File: config.mk
export PLATFORM = sky130hd
export DESIGN_NAME = mem_arbiter
export DESIGN_NICKNAME = d
export VERILOG_FILES = /design/src/rtl/mem_arb_pkg.sv /design/src/rtl/mem_arbiter_select.sv /design/src/rtl/mem_arbiter.sv
export SDC_FILE = /design/constraint.sdc
export NUM_CORES = 1
export LEC_CHECK = 0
export ABC_AREA = 1
export BUFFER_PORTS_ARGS = -buffer_cell sky130_fd_sc_hd__buf_4
export CAP_MARGIN = 10
export CORE_ASPECT_RATIO = 0.6
export CORE_MARGIN = 2
export CORE_UTILIZATION = 30
export DETAILED_ROUTE_END_ITERATION = 10
export HOLD_SLACK_MARGIN = 0.05
export SKIP_CTS_REPAIR_TIMING = 1
export SYNTH_ARGS = -nofsm -noshare
export SYNTH_HDL_FRONTEND = slang
export SYNTH_SLANG_ARGS = --single-unit
File: constraint.sdc
create_clock -name clk -period 1.9 [get_ports clk]
set_input_delay 0.38 -clock clk [delete_from_list [all_inputs] [get_ports clk]]
set_output_delay 0.38 -clock clk [all_outputs]
set_load 0.02 [all_outputs]
File: src/rtl/mem_arb_pkg.sv
`default_nettype none
// ============================================================================
// mem_arb_pkg : shared types and defaults for the memory-channel arbiter
// Rev 1.0
// ============================================================================
package mem_arb_pkg;

    // Mirrors the pipeline datapath width.
    localparam int c_xlen         = 32;
    localparam int c_starve_limit = 4;

    typedef enum logic [1:0] {
        IDLE  = 2'd0,
        GRANT = 2'd1,
        DONE  = 2'd2
    } state_t;

    typedef enum logic [1:0] {
        G_IR = 2'd0,
        G_DR = 2'd1,
        G_DW = 2'd2
    } grant_t;

endpackage : mem_arb_pkg
`default_nettype wire

File: src/rtl/mem_arbiter_select.sv
`default_nettype none
// ============================================================================
// arb_select : combinational winner selection, data-first with ir starvation guard
// Rev 1.0
// ============================================================================
module arb_select
    import mem_arb_pkg::*;
#(
    parameter int STARVE_LIMIT = c_starve_limit,
    parameter int CNT_W        = (STARVE_LIMIT < 1) ? 1 : $clog2(STARVE_LIMIT + 1)
) (
    input  logic             ir_req_i,
    input  logic             dr_req_i,
    input  logic             dw_req_i,
    input  logic [CNT_W-1:0] starve_cnt_i,
    output grant_t           grant_o
);

    localparam logic [CNT_W-1:0] C_LIMIT = CNT_W'(STARVE_LIMIT);

    // With no request pending the result is a don't-care; the caller gates it.
    always_comb begin
        grant_o = G_IR;
        if (ir_req_i && (starve_cnt_i == C_LIMIT)) begin
            grant_o = G_IR;
        end else if (dw_req_i) begin
            grant_o = G_DW;
        end else if (dr_req_i) begin
            grant_o = G_DR;
        end
    end

endmodule : arb_select
`default_nettype wire

File: src/rtl/mem_arbiter.sv
`default_nettype none
// ============================================================================
// mem_arbiter : serialises ir / dr / dw requests onto one memory channel
// Rev 1.0
// ============================================================================
module mem_arbiter
    import mem_arb_pkg::*;
#(
    parameter int XLEN         = c_xlen,
    parameter int STARVE_LIMIT = c_starve_limit
) (
    input  logic              clk,
    input  logic              reset,
    input  logic              ir_req,
    input  logic [XLEN-1:0]   ir_addr,
    output logic              ir_ready,
    output logic [XLEN-1:0]   ir_data,
    input  logic              dr_req,
    input  logic [XLEN-1:0]   dr_addr,
    output logic              dr_ready,
    output logic [XLEN-1:0]   dr_data,
    input  logic              dw_req,
    input  logic [XLEN-1:0]   dw_addr,
    input  logic [XLEN-1:0]   dw_data,
    input  logic [XLEN/8-1:0] dw_be,
    output logic              dw_ready,
    output logic              mem_req,
    output logic              mem_we,
    output logic [XLEN-1:0]   mem_addr,
    output logic [XLEN-1:0]   mem_wdata,
    output logic [XLEN/8-1:0] mem_be,
    input  logic              mem_ack,
    input  logic [XLEN-1:0]   mem_rdata
);

    localparam int               CNT_W   = (STARVE_LIMIT < 1) ? 1 : $clog2(STARVE_LIMIT + 1);
    localparam logic [CNT_W-1:0] C_LIMIT = CNT_W'(STARVE_LIMIT);

    state_t              state_q;
    grant_t              grant_q;
    logic [CNT_W-1:0]    starve_cnt_q, starve_cnt_d;
    logic                mem_req_q, mem_we_q;
    logic [XLEN-1:0]     mem_addr_q, mem_wdata_q, rdata_q;
    logic [XLEN/8-1:0]   mem_be_q;
    logic                ir_ready_q, dr_ready_q, dw_ready_q;

    grant_t              w_grant;
    logic                w_any_req;

    assign w_any_req = ir_req | dr_req | dw_req;

    arb_select #(
        .STARVE_LIMIT (STARVE_LIMIT),
        .CNT_W        (CNT_W)
    ) u_select (
        .ir_req_i     (ir_req),
        .dr_req_i     (dr_req),
        .dw_req_i     (dw_req),
        .starve_cnt_i (starve_cnt_q),
        .grant_o      (w_grant)
    );

    // Counter only moves on IDLE cycles, where arbitration actually happens.
    always_comb begin
        starve_cnt_d = starve_cnt_q;
        if (state_q == IDLE) begin
            if (!ir_req || (w_grant == G_IR)) begin
                starve_cnt_d = '0;
            end else if (starve_cnt_q != C_LIMIT) begin
                starve_cnt_d = starve_cnt_q + 1'b1;
            end
        end
    end

    always_ff @(posedge clk) begin
        if (reset) begin
            state_q      <= IDLE;
            grant_q      <= G_IR;
            starve_cnt_q <= '0;
            mem_req_q    <= 1'b0;
            mem_we_q     <= 1'b0;
            mem_addr_q   <= '0;
            mem_wdata_q  <= '0;
            mem_be_q     <= '0;
            rdata_q      <= '0;
            ir_ready_q   <= 1'b0;
            dr_ready_q   <= 1'b0;
            dw_ready_q   <= 1'b0;
        end else begin
            starve_cnt_q <= starve_cnt_d;
            case (state_q)
                IDLE: begin
                    if (w_any_req) begin
                        grant_q   <= w_grant;
                        mem_req_q <= 1'b1;
                        state_q   <= GRANT;
                        case (w_grant)
                            G_DW: begin
                                mem_we_q    <= 1'b1;
                                mem_addr_q  <= dw_addr;
                                mem_wdata_q <= dw_data;
                                mem_be_q    <= dw_be;
                            end
                            G_DR: begin
                                mem_we_q    <= 1'b0;
                                mem_addr_q  <= dr_addr;
                                mem_wdata_q <= '0;
                                mem_be_q    <= '1;
                            end
                            default: begin
                                mem_we_q    <= 1'b0;
                                mem_addr_q  <= ir_addr;
                                mem_wdata_q <= '0;
                                mem_be_q    <= '1;
                            end
                        endcase
                    end
                end
                GRANT: begin
                    if (mem_ack) begin
                        mem_req_q  <= 1'b0;
                        rdata_q    <= mem_rdata;
                        ir_ready_q <= (grant_q == G_IR);
                        dr_ready_q <= (grant_q == G_DR);
                        dw_ready_q <= (grant_q == G_DW);
                        state_q    <= DONE;
                    end
                end
                DONE: begin
                    ir_ready_q <= 1'b0;
                    dr_ready_q <= 1'b0;
                    dw_ready_q <= 1'b0;
                    state_q    <= IDLE;
                end
                default: begin
                    state_q <= IDLE;
                end
            endcase
        end
    end

    assign mem_req   = mem_req_q;
    assign mem_we    = mem_we_q;
    assign mem_addr  = mem_addr_q;
    assign mem_wdata = mem_wdata_q;
    assign mem_be    = mem_be_q;
    assign ir_ready  = ir_ready_q;
    assign dr_ready  = dr_ready_q;
    assign dw_ready  = dw_ready_q;
    assign ir_data   = rdata_q;
    assign dr_data   = rdata_q;

endmodule : mem_arbiter
`default_nettype wire

# After elaboration in Yosys (flattened, before gate mapping)
# Cells that the tools add are included.
[totals] reg_bits=112 input_bits=170 wordCells=61 output_inout_bits=137
[classes] muxes=21 eq_ne=10 n_bitwise=2 reduce_logical=15 n_addsub=1
[ops] cell="case mux 32 bit (2 select lines)" count=1
[ops] cell="two-way mux 32 bit" count=1
[ops] cell="AND reduction 2 bit" count=5
[ops] cell="two-way mux 2 bit" count=4
[ops] cell="case mux 1 bit (2 select lines)" count=4
[ops] cell="two-way mux 1 bit" count=7
[ops] cell="equality test 2 x 1 -> 1 bit (second input constant)" count=3
[ops] cell="equality test 2 bit (second input constant)" count=3
[ops] cell="logical NOT 2 bit" count=3
[ops] cell="two-way mux 3 bit" count=2
[ops] cell="nonzero test 2 bit" count=3
[ops] cell="two-way mux 4 bit" count=1
[ops] cell="inequality test 2 bit (second input constant)" count=2
[ops] cell="case mux 2 bit (2 select lines)" count=1
[ops] cell="adder 3 x 1 -> 3 bit (second input constant)" count=1
[ops] cell="equality test 3 bit (second input constant)" count=1
[ops] cell="inequality test 3 bit (second input constant)" count=1
[ops] cell="AND reduction 3 bit" count=1
[ops] cell="OR 1 bit" count=2
[ops] cell="logical AND 1 bit" count=1
[ops] cell="logical NOT 1 bit" count=1
[ops] cell="logical OR 1 bit" count=1

# Longest topological paths before layout
# Gate-level depths: netlist (run 1).
[logic_depth] depth_word=7 depth_mapped=12 depth_no_buf=11

# Modules after synthesis
# A second synthesis (run 1) with hierarchy kept.
[hier_totals] cells_unflattened=806 hier_area_um2=5522.8
[modules_own_cells] module="mem_arbiter" seq_area_each_um2=2242.2 n_inst=1 cells_per_inst=799 area_per_inst_um2=5494.0
[modules_own_cells] module="arb_select" seq_area_each_um2=0.0 n_inst=1 cells_per_inst=7 area_per_inst_um2=28.8

# Least setup slack after synthesis (run 1)
# OpenSTA, ideal clock, no wires.
[synth_timing] path_kind="reg2reg" start="register starve_cnt_q[0]" end="register mem_addr_q[14] (netlist: mem_addr[14])" required_ns=1.787 n_path_buf=2 arrival_time_ns=1.698 period_less_slack_ns=1.811 stages_incl_launch_ff=13 setup_time_ns=0.113 path_slack_ns=0.089 path_cell_list="dfxtp_1 -> inv_1 -> ha_1 -> nand3_1 -> nand3_1 -> inv_1 -> ha_1 -> buf_2 -> buf_1 -> nand2_1 -> nand3_1 -> nor2_1 -> nor2_1"
[synth_between] elab_chain_len=5 elab_cells_between_ends=6 classes_between="3 x eq/ne; 2 x mux; 1 x reduce/logical"
[synth_rtl] element="from (decl)" line="mem_arbiter.sv:41" text="logic [CNT_W-1:0] starve_cnt_q, starve_cnt_d;"
[synth_rtl] element="from (signal assigned)" line="mem_arbiter.sv:90" text="starve_cnt_q <= starve_cnt_d;"
[synth_rtl] element="equality test 3 bit *" line="mem_arbiter_select.sv:24" text="if (ir_req_i && (starve_cnt_i == C_LIMIT)) begin"
[synth_rtl] element="logical AND 1 bit *" line="mem_arbiter_select.sv:24"
[synth_rtl] element="two-way mux 2 bit *" line="mem_arbiter_select.sv:24"
[synth_rtl] element="via u_select.grant_o[0]" line="mem_arbiter_select.sv:16" text="output grant_t grant_o"
[synth_rtl] element="equality test 2 x 1 -> 1 bit or equality test 2 bit (tied branches)" line="mem_arbiter.sv:97" text="case (w_grant)"
[synth_rtl] element="case mux 32 bit (2 select lines) *" line="mem_arbiter.sv:97"
[synth_rtl] element="to (signal assigned)" line="mem_arbiter.sv:100" text="mem_addr_q <= dw_addr;"
[synth_rtl] element="to (signal assigned)" line="mem_arbiter.sv:106" text="mem_addr_q <= dr_addr;"
[synth_rtl] element="to (signal assigned)" line="mem_arbiter.sv:112" text="mem_addr_q <= ir_addr;"
[synth_rtl] element="to (decl)" line="mem_arbiter.sv:43" text="logic [XLEN-1:0] mem_addr_q, mem_wdata_q, rdata_q;"
# Mark *: on every way through the listed nets, which the timed path passes. The rest lies on a longest branch.
# A chain may end at the register's enable or synchronous reset.

# Worst setup path after layout (run 1)
[layout_timing] start="register starve_cnt_q[0]" end="register mem_addr_q[6] (netlist: mem_addr[6])"
[layout_between] elab_chain_len=5 elab_cells_between_ends=6 classes_between="3 x eq/ne; 2 x mux; 1 x reduce/logical"
[layout_rtl] element="equality test 3 bit *" line="mem_arbiter_select.sv:24"
[layout_rtl] element="logical AND 1 bit *" line="mem_arbiter_select.sv:24"
[layout_rtl] element="two-way mux 2 bit *" line="mem_arbiter_select.sv:24"
[layout_rtl] element="equality test 2 x 1 -> 1 bit or equality test 2 bit (tied branches)" line="mem_arbiter.sv:97"
[layout_rtl] element="case mux 32 bit (2 select lines) *" line="mem_arbiter.sv:97"
# Mark *: on every way between the ends. The rest lies on a longest branch, timed or not.

==> metrics, run 1 <==
final non-filler cell total=1341; Antenna diodes=0; Reg clk slew, reported paths=0.08 ns; number of buffers created by CTS=9; clk root buf=clkbuf_16; GR Util All Layers=0.1808; die width=179.6 microns; antenna violations before repair=0; Compound-Gate Fraction of Synth Area=0.09698; max frequency=0.5640 GHz; synthesized area per cell=6.612 sq um; Fin Setup TNS=0 ns; Yosys top cell by area=dfxtp_1; IO Pins=307; Simple-Gate Fraction of Synth Area=0.3568; xor/xnor share of the synthesized area=0; worst reg-to-reg setup slack=0.13 ns; Synth top area share=0.4041; DR WL/cell=14.70 microns; Die H=109.3 microns; Setup WS pre-CTS=0.006737 ns; Starting Density=0.3063; library cells used by synthesis=20; cell area after synthesis=5548 sq um; hold_sp=mem_rdata[11]; crit-path max FO=15; multiplexer share of the synthesized area=0; worst hold path stage count=3; Hold Path End=dr_data[11]; YS warnings=0; Final WS setup=0.1268 ns; FP Rows=38; Placed Cells=1320; leakage=4.105 nW; first-pass GRT wire length=28.34 mm; CP Class=reg2reg; final WL=19.72 mm; design area=8334 sq um; CP required=2.20 ns; core box area=18110 sq um; register area=2242 sq um; die area=19630 sq um; Final min period=1.773 ns; Final Cycle Share=0.9332; skew final=0.01458 ns; most common cell after layout, fill and taps aside=buf_4; Crit. End Element=flop; vias in the first global route=5283; 1st-iter DRT viols=333; main combinational cell family by area after synthesis=simple AND/OR/NAND/NOR gates; Area Growth Syn to Fin=50.23%; endpoints failing setup=0; Detailed Place HPWL=13.53 mm; Adder-Cell Fraction of Synth Area=0.01128; H-tree levels=3; drt pass-1 iters=5; Remaining DRCs=0; syn nets=1014; MaxCap Viol Count=0; gpl congestion=0.8229; worst vdd ir=397.5 uV; worst-case clock buffer depth=2; Final nets=1271; Sink Count=112; grt ovf=0; overall via count from detail_route=5966; Startpoint Class=flop; status=completed; Final Max Tran Viols=0; Port Buf Inserts=306; Hold Path Class=in2reg; largest net degree at the start of global routing=63; #FFs+latches synth=112; cells after synthesis=839; # fillers=1860; Worst R2R Start=starve_cnt_q[0]; post-layout util=0.4601; commonest non-fill, non-tap cells in the layout=buf_4 (322), nand2_1 (250), nor2_1 (142); R2R Path End=mem_addr[6]; CTS tree=done; Vias/cell=4.449; Worst Path Arrival=2.07 ns; register area share after synthesis=0.4041; worst slew pin tran=0.3752 ns; final hold vios=0; Reg2Reg Depth=11; layout cells sized above 1=0.3333; synth top area cells=dfxtp_1 (40%), nand2_1 (17%), nor2_1 (9.6%); placed inst area=7901 sq um; relative slew slack=0.7490; multi-input logic area=2630 sq um; Final ANT Viol Nets=0; Pwr Density=777.0 nW/um^2; clock latency at the later pin of the worst-skew pair=0.35 ns
critical path, stage by stage (launching register included):
cell and delay (ns):
dfxtp_1 0.31, inv_1 0.07, ha_2 0.19, nand3_2 0.09, nand3_2 0.10, buf_4 0.12
ha_4 0.22, buf_6 0.23, nand2_1 0.09, a21oi_1 0.15, nor2_1 0.07, nor2_1 0.09
metrics by stage:
step                power [W]  hold WS, ns
finish               0.006475       0.2438
global route         0.006848       0.2300
CTS                  0.006502       0.2276
detailed placement   0.004616       0.4546
global placement     0.004607       0.4508
floorplan            0.003796       0.4523
state kept, by name (all words and copies together), names as in the netlist:
signal and flops:
mem_req 1, ir_ready 1, dw_ready 1, mem_wdata 32, mem_be 4, dr_data 32
starve_cnt_q 3, grant_q 2, mem_addr 32, dr_ready 1, mem_we 1, state_q 2
metal layers:
metal / wire length, microns / GRT usage
met5: 0 / 0
met4: 230 / 0.04355
met3: 1630 / 0.05697
met2: 8317 / 0.2770
met1: 9538 / 0.2483
Yosys cell counts:
master	n
nand2_2	2
ha_1	5
inv_1	50
nor2_4	2
nand2_1	253
buf_4	44
nand3_1	43
or2_2	1
a21oi_1	73
clkinv_1	1
o21ai_1	5
buf_6	1
o21ai_0	28
dfxtp_1	112
o21a_1	1
clkbuf_1	18
buf_1	4
buf_2	22
nand3b_1	32
nor2_1	142
worst max path at each step:
stage,slack (ns),end,from,cells past startpoint
2_1_floorplan,0.09,mem_addr[14],starve_cnt_q[0],12
3_3_place_gp,0.07,mem_addr[7],starve_cnt_q[0],11
3_5_place_dp,0.007,mem_addr[7],starve_cnt_q[0],11
4_1_cts,0.01,mem_be[2],starve_cnt_q[0],10
5_1_grt,-0.003,mem_wdata[2],starve_cnt_q[0],10
6_report,0.13,mem_addr[6],starve_cnt_q[0],11
report_power, final:
part           switching (W)  internal [W]  leakage, nW
Combinational        0.00108      0.000872         3.05
Sequential          0.000123       0.00255        0.920
Clock               0.000940      0.000912        0.131
final cells by class:
class	instances	area share
repair buffers	335	0.3226
clock inverters	6	0.006305
flip-flops and latches	112	0.2690
clock buffers	10	0.02747
well taps	240	0.03603
multi-input cells	587	0.3156
inverters	51	0.02297
cells by family (layout without fill, tap and decap cells):
| kind of cell | Yosys count | count (layout) |
|---|---|---|
| adders and majority gates | 5 | 5 |
| DFF | 112 | 112 |
| buffers and inverters | 140 | 402 |
| and+or+nand+nor | 475 | 475 |
| AOI/OAI and AO/OA | 107 | 107 |
Power figures use the tool's default switching activity.
==> inputs of run 2 (changes only) <==
- SETUP_SLACK_MARGIN: unset -> 0.02
- clock period: 1.9 -> 1.8 ns (I/O delays scaled with it)
==> metrics, run 2 (synthesis gave the netlist of run 1 again) <==
Area Growth Syn to Fin=53.20%; MaxCap Viol Count=0; Placed Cells=1326; total power=0.007020 W; drt pass-1 iters=4; die area=19630 sq um; worst slew pin tran=0.4620 ns; layout cells sized above 1=0.3436; status=completed; overall via count from detail_route=6059; Final Max Tran Viols=0; endpoints failing setup=0; commonest non-fill, non-tap cells in the layout=buf_4 (323), nand2_1 (250), nor2_1 (141); Remaining DRCs=0; Port Buf Inserts=306; Hold Path Class=in2reg; Antenna diodes=0; leakage=4.164 nW; H-tree levels=3; # fillers=1896; clk root buf=clkbuf_16; DR WL/cell=14.34 microns; Sink Count=112; final non-filler cell total=1346; Worst Hold Slack=0.2284 ns; FP Rows=38; Detailed Place HPWL=13.61 mm; relative slew slack=0.6912; Final nets=1276; IO Pins=307; max frequency=0.5864 GHz; Final ANT Viol Nets=0; Pwr Density=826.0 nW/um^2; final hold vios=0; first-pass GRT wire length=29.14 mm; most common cell after layout, fill and taps aside=buf_4; core box area=18110 sq um; CTS tree=done; Startpoint Class=flop; grt ovf=0; Die H=109.3 microns; Vias/cell=4.501; CP required=2.09 ns; Final Cycle Share=0.9474; Final WS setup=0.09465 ns; crit-path max FO=12; antenna violations before repair=0; clock latency at the later pin of the worst-skew pair=0.35 ns; GR Util All Layers=0.1849; Setup WS pre-CTS=-0.08031 ns; Reg clk slew, reported paths=0.08 ns; Starting Density=0.3063; number of buffers created by CTS=9; final WL=19.30 mm; Final min period=1.705 ns; worst vdd ir=446.8 uV; CP Class=reg2reg; largest net degree at the start of global routing=72; Crit. End Element=flop; die width=179.6 microns; Worst Path Arrival=2.00 ns; 1st-iter DRT viols=304; Fin Setup TNS=0 ns; skew final=0.01115 ns; unrepaired setup endpoints after global routing=no; worst-case clock buffer depth=2; gpl congestion=0.8228; vias in the first global route=5608
[run 2: final timing paths]
path                            slack, ns            to  cells after the start             from
worst max register to register       0.09  mem_addr[18]                     12  starve_cnt_q[0]
worst min register to register       0.46  mem_wdata[7]                      2     mem_wdata[7]
worst min-delay path                 0.23    dr_data[9]                      3     mem_rdata[9]
worst max-delay path                 0.09  mem_addr[18]                     12  starve_cnt_q[0]
[run 2: report_power, final]
group | total [W] | internal [W] | switching [W] | leakage (nW)
logic | 0.00210 | 0.000959 | 0.00114 | 3.10
clock network | 0.00211 | 0.00111 | 0.000998 | 0.143
registers | 0.00281 | 0.00269 | 0.000126 | 0.921
[run 2: critical path, stage by stage (launching register included)]
cell and delay (ns):
dfxtp_2 0.34, inv_2 0.05, ha_4 0.16, nand3_4 0.11, nand2_4 0.08, inv_2 0.08, ha_4 0.16, buf_12 0.15
clkbuf_16 0.17, nand2_1 0.05, a21oi_1 0.15, nor2_1 0.07, nor2_1 0.09
[run 2: routing by layer]
metal | global-route usage | part of all wire
met1 | 0.2389 | 0.46
met2 | 0.3041 | 0.45
met3 | 0.06327 | 0.083
met4 | 0.03542 | 0.0070
met5 | 0 | 0
[run 2: layout make-up]
cell class | count | area [sq um] | area share
timing repair buffer | 340 | 2784 | 0.3275
multi-input combinational | 587 | 2674 | 0.3146
sequential | 112 | 2245 | 0.2641
tap | 240 | 300.3 | 0.03533
clock buffer | 10 | 229.0 | 0.02694
inverter | 51 | 191.4 | 0.02252
clock inverter | 6 | 76.32 | 0.008980
[run 2: per-stage QoR]
stage,area (sq um),utilization
after detailed placement,7996,0.4414
after global routing,8499,0.4692
after CTS,8302,0.4583
after floorplan,5549,-
final,8499,0.4692
after global placement,7996,0.4414
==> inputs of run 3 (changes only) <==
- CORE_UTILIZATION: 30 -> 45
- PLACE_DENSITY: unset -> 0.87
- clock period: 1.8 -> 1.9 ns (I/O delays scaled with it)
==> metrics, run 3 (synthesis gave the netlist of run 1 again) <==
Area Growth Syn to Fin=48.20%; worst-case clock buffer depth=2; Placed Cells=1242; Final nets=1266; Worst R2R Start=starve_cnt_q[0]; die area=13260 sq um; Switch Pwr=0.002089 W; overall via count from detail_route=6038; grt ovf=0; gpl congestion=0.8938; Antenna diodes=0; CP required=2.17 ns; Vias/cell=4.788; clock latency at the later pin of the worst-skew pair=0.34 ns; worst hold path stage count=3; largest net degree at the start of global routing=52; Final min period=1.816 ns; Detailed Place HPWL=12.80 mm; crit-path max FO=31; Reg2Reg Depth=11; Final WS setup=0.08402 ns; Setup WS pre-CTS=-0.02046 ns; Sink Count=112; Die H=90.01 microns; Final Max Tran Viols=0; endpoints failing setup=0; Worst Path Arrival=2.09 ns; antenna violations before repair=0; 1st-iter DRT viols=334; core box area=12020 sq um; DR WL/cell=13.75 microns; first-pass GRT wire length=26.66 mm; final hold vios=0; clk root buf=clkbuf_16; max frequency=0.5507 GHz; Final Cycle Share=0.9558; Remaining DRCs=0; CP Class=reg2reg; leakage=4.094 nW; Reg clk slew, reported paths=0.08 ns; R2R Path End=mem_addr[16]; skew final=0.01405 ns; GR Util All Layers=0.2436; final non-filler cell total=1261; Hold Path Class=in2reg; worst reg-to-reg setup slack=0.08 ns; H-tree levels=3; commonest non-fill, non-tap cells in the layout=buf_4 (315), nand2_1 (250), nor2_1 (142); Startpoint Class=flop; die width=147.3 microns; Internal Power=0.004349 W; post-layout util=0.6838; switch share=0.3244; hold_sp=mem_rdata[2]; layout cells sized above 1=0.3303; Port Buf Inserts=306; worst slew pin tran=0.4064 ns; IO Pins=307; drt pass-1 iters=5; number of buffers created by CTS=9; status=completed; most common cell after layout, fill and taps aside=buf_4; Final ANT Viol Nets=0; Flop pwr share=0.414; Pwr Density=783.1 nW/um^2; Hold Path End=dr_data[2]; Starting Density=0.4614; clock share of power=0.286; CTS tree=done; total power=0.006438 W; worst vdd ir=489.4 uV; relative slew slack=0.7281; vias in the first global route=5363; final WL=17.34 mm; combinational power share=0.300; FP Rows=31; Crit. End Element=flop; MaxCap Viol Count=0
## run 3: area by class of cell
cell class / count / area [sq um]
fillers: 1092 / 3802
repair buffers: 330 / 2661
clock buffers: 10 / 229.0
flip-flops and latches: 112 / 2245
inverters: 51 / 191.4
multi-input cells: 587 / 2626
clock inverters: 6 / 62.56
well taps: 165 / 206.4
## run 3: worst max path at each step
stage | startpoint | to | cells after the start | slack [ns]
3_5_place_dp | starve_cnt_q[0] | mem_addr[25] | 11 | -0.02
3_3_place_gp | starve_cnt_q[0] | mem_addr[25] | 11 | 0.03
5_1_grt | starve_cnt_q[0] | starve_cnt_q[1] | 11 | -0.05
6_report | starve_cnt_q[0] | mem_addr[16] | 11 | 0.08
4_1_cts | starve_cnt_q[0] | mem_addr[25] | 11 | -0.04
2_1_floorplan | starve_cnt_q[0] | mem_addr[14] | 12 | 0.09
## run 3: layer usage
layer	share of wire	vias up	routed length, microns	track usage
met5	0	-	0	0
met4	0.0085	0	148	0.04087
met3	0.082	12	1414	0.06345
met2	0.48	246	8242	0.4139
met1	0.43	2696	7532	0.3173
li1	-	3084	-	-
## run 3: worst max-delay path: stages, from the launching register on
cell and delay [ns]:
dfxtp_2 0.34, inv_1 0.05, ha_1 0.21, nand3_2 0.10
nand3_2 0.15, inv_2 0.12, ha_4 0.15, buf_12 0.18
nand2_1 0.07, a21oi_1 0.19, nor2_1 0.07, nor2_1 0.11
## run 3: power groups by stage
stage               logic [W]  clock network (W)  registers, W
floorplan            0.000863                  0       0.00293
CTS                   0.00191            0.00188       0.00267
global route          0.00210            0.00197       0.00269
global placement      0.00188                  0       0.00271
finish                0.00193            0.00184       0.00267
detailed placement    0.00191                  0       0.00272
## run 3: through the flow
| step | hold slack, ns | instance area (sq um) | TNS (ns) |
|---|---|---|---|
| after global routing | 0.2439 | 8222 | -0.1659 |
| after CTS | 0.2456 | 8139 | -0.03509 |
| after floorplan | 0.4523 | 5548 | 0 |
| final | 0.2576 | 8222 | 0 |
| after global placement | 0.4476 | 7848 | 0 |
| after detailed placement | 0.4526 | 7848 | -0.02046 |
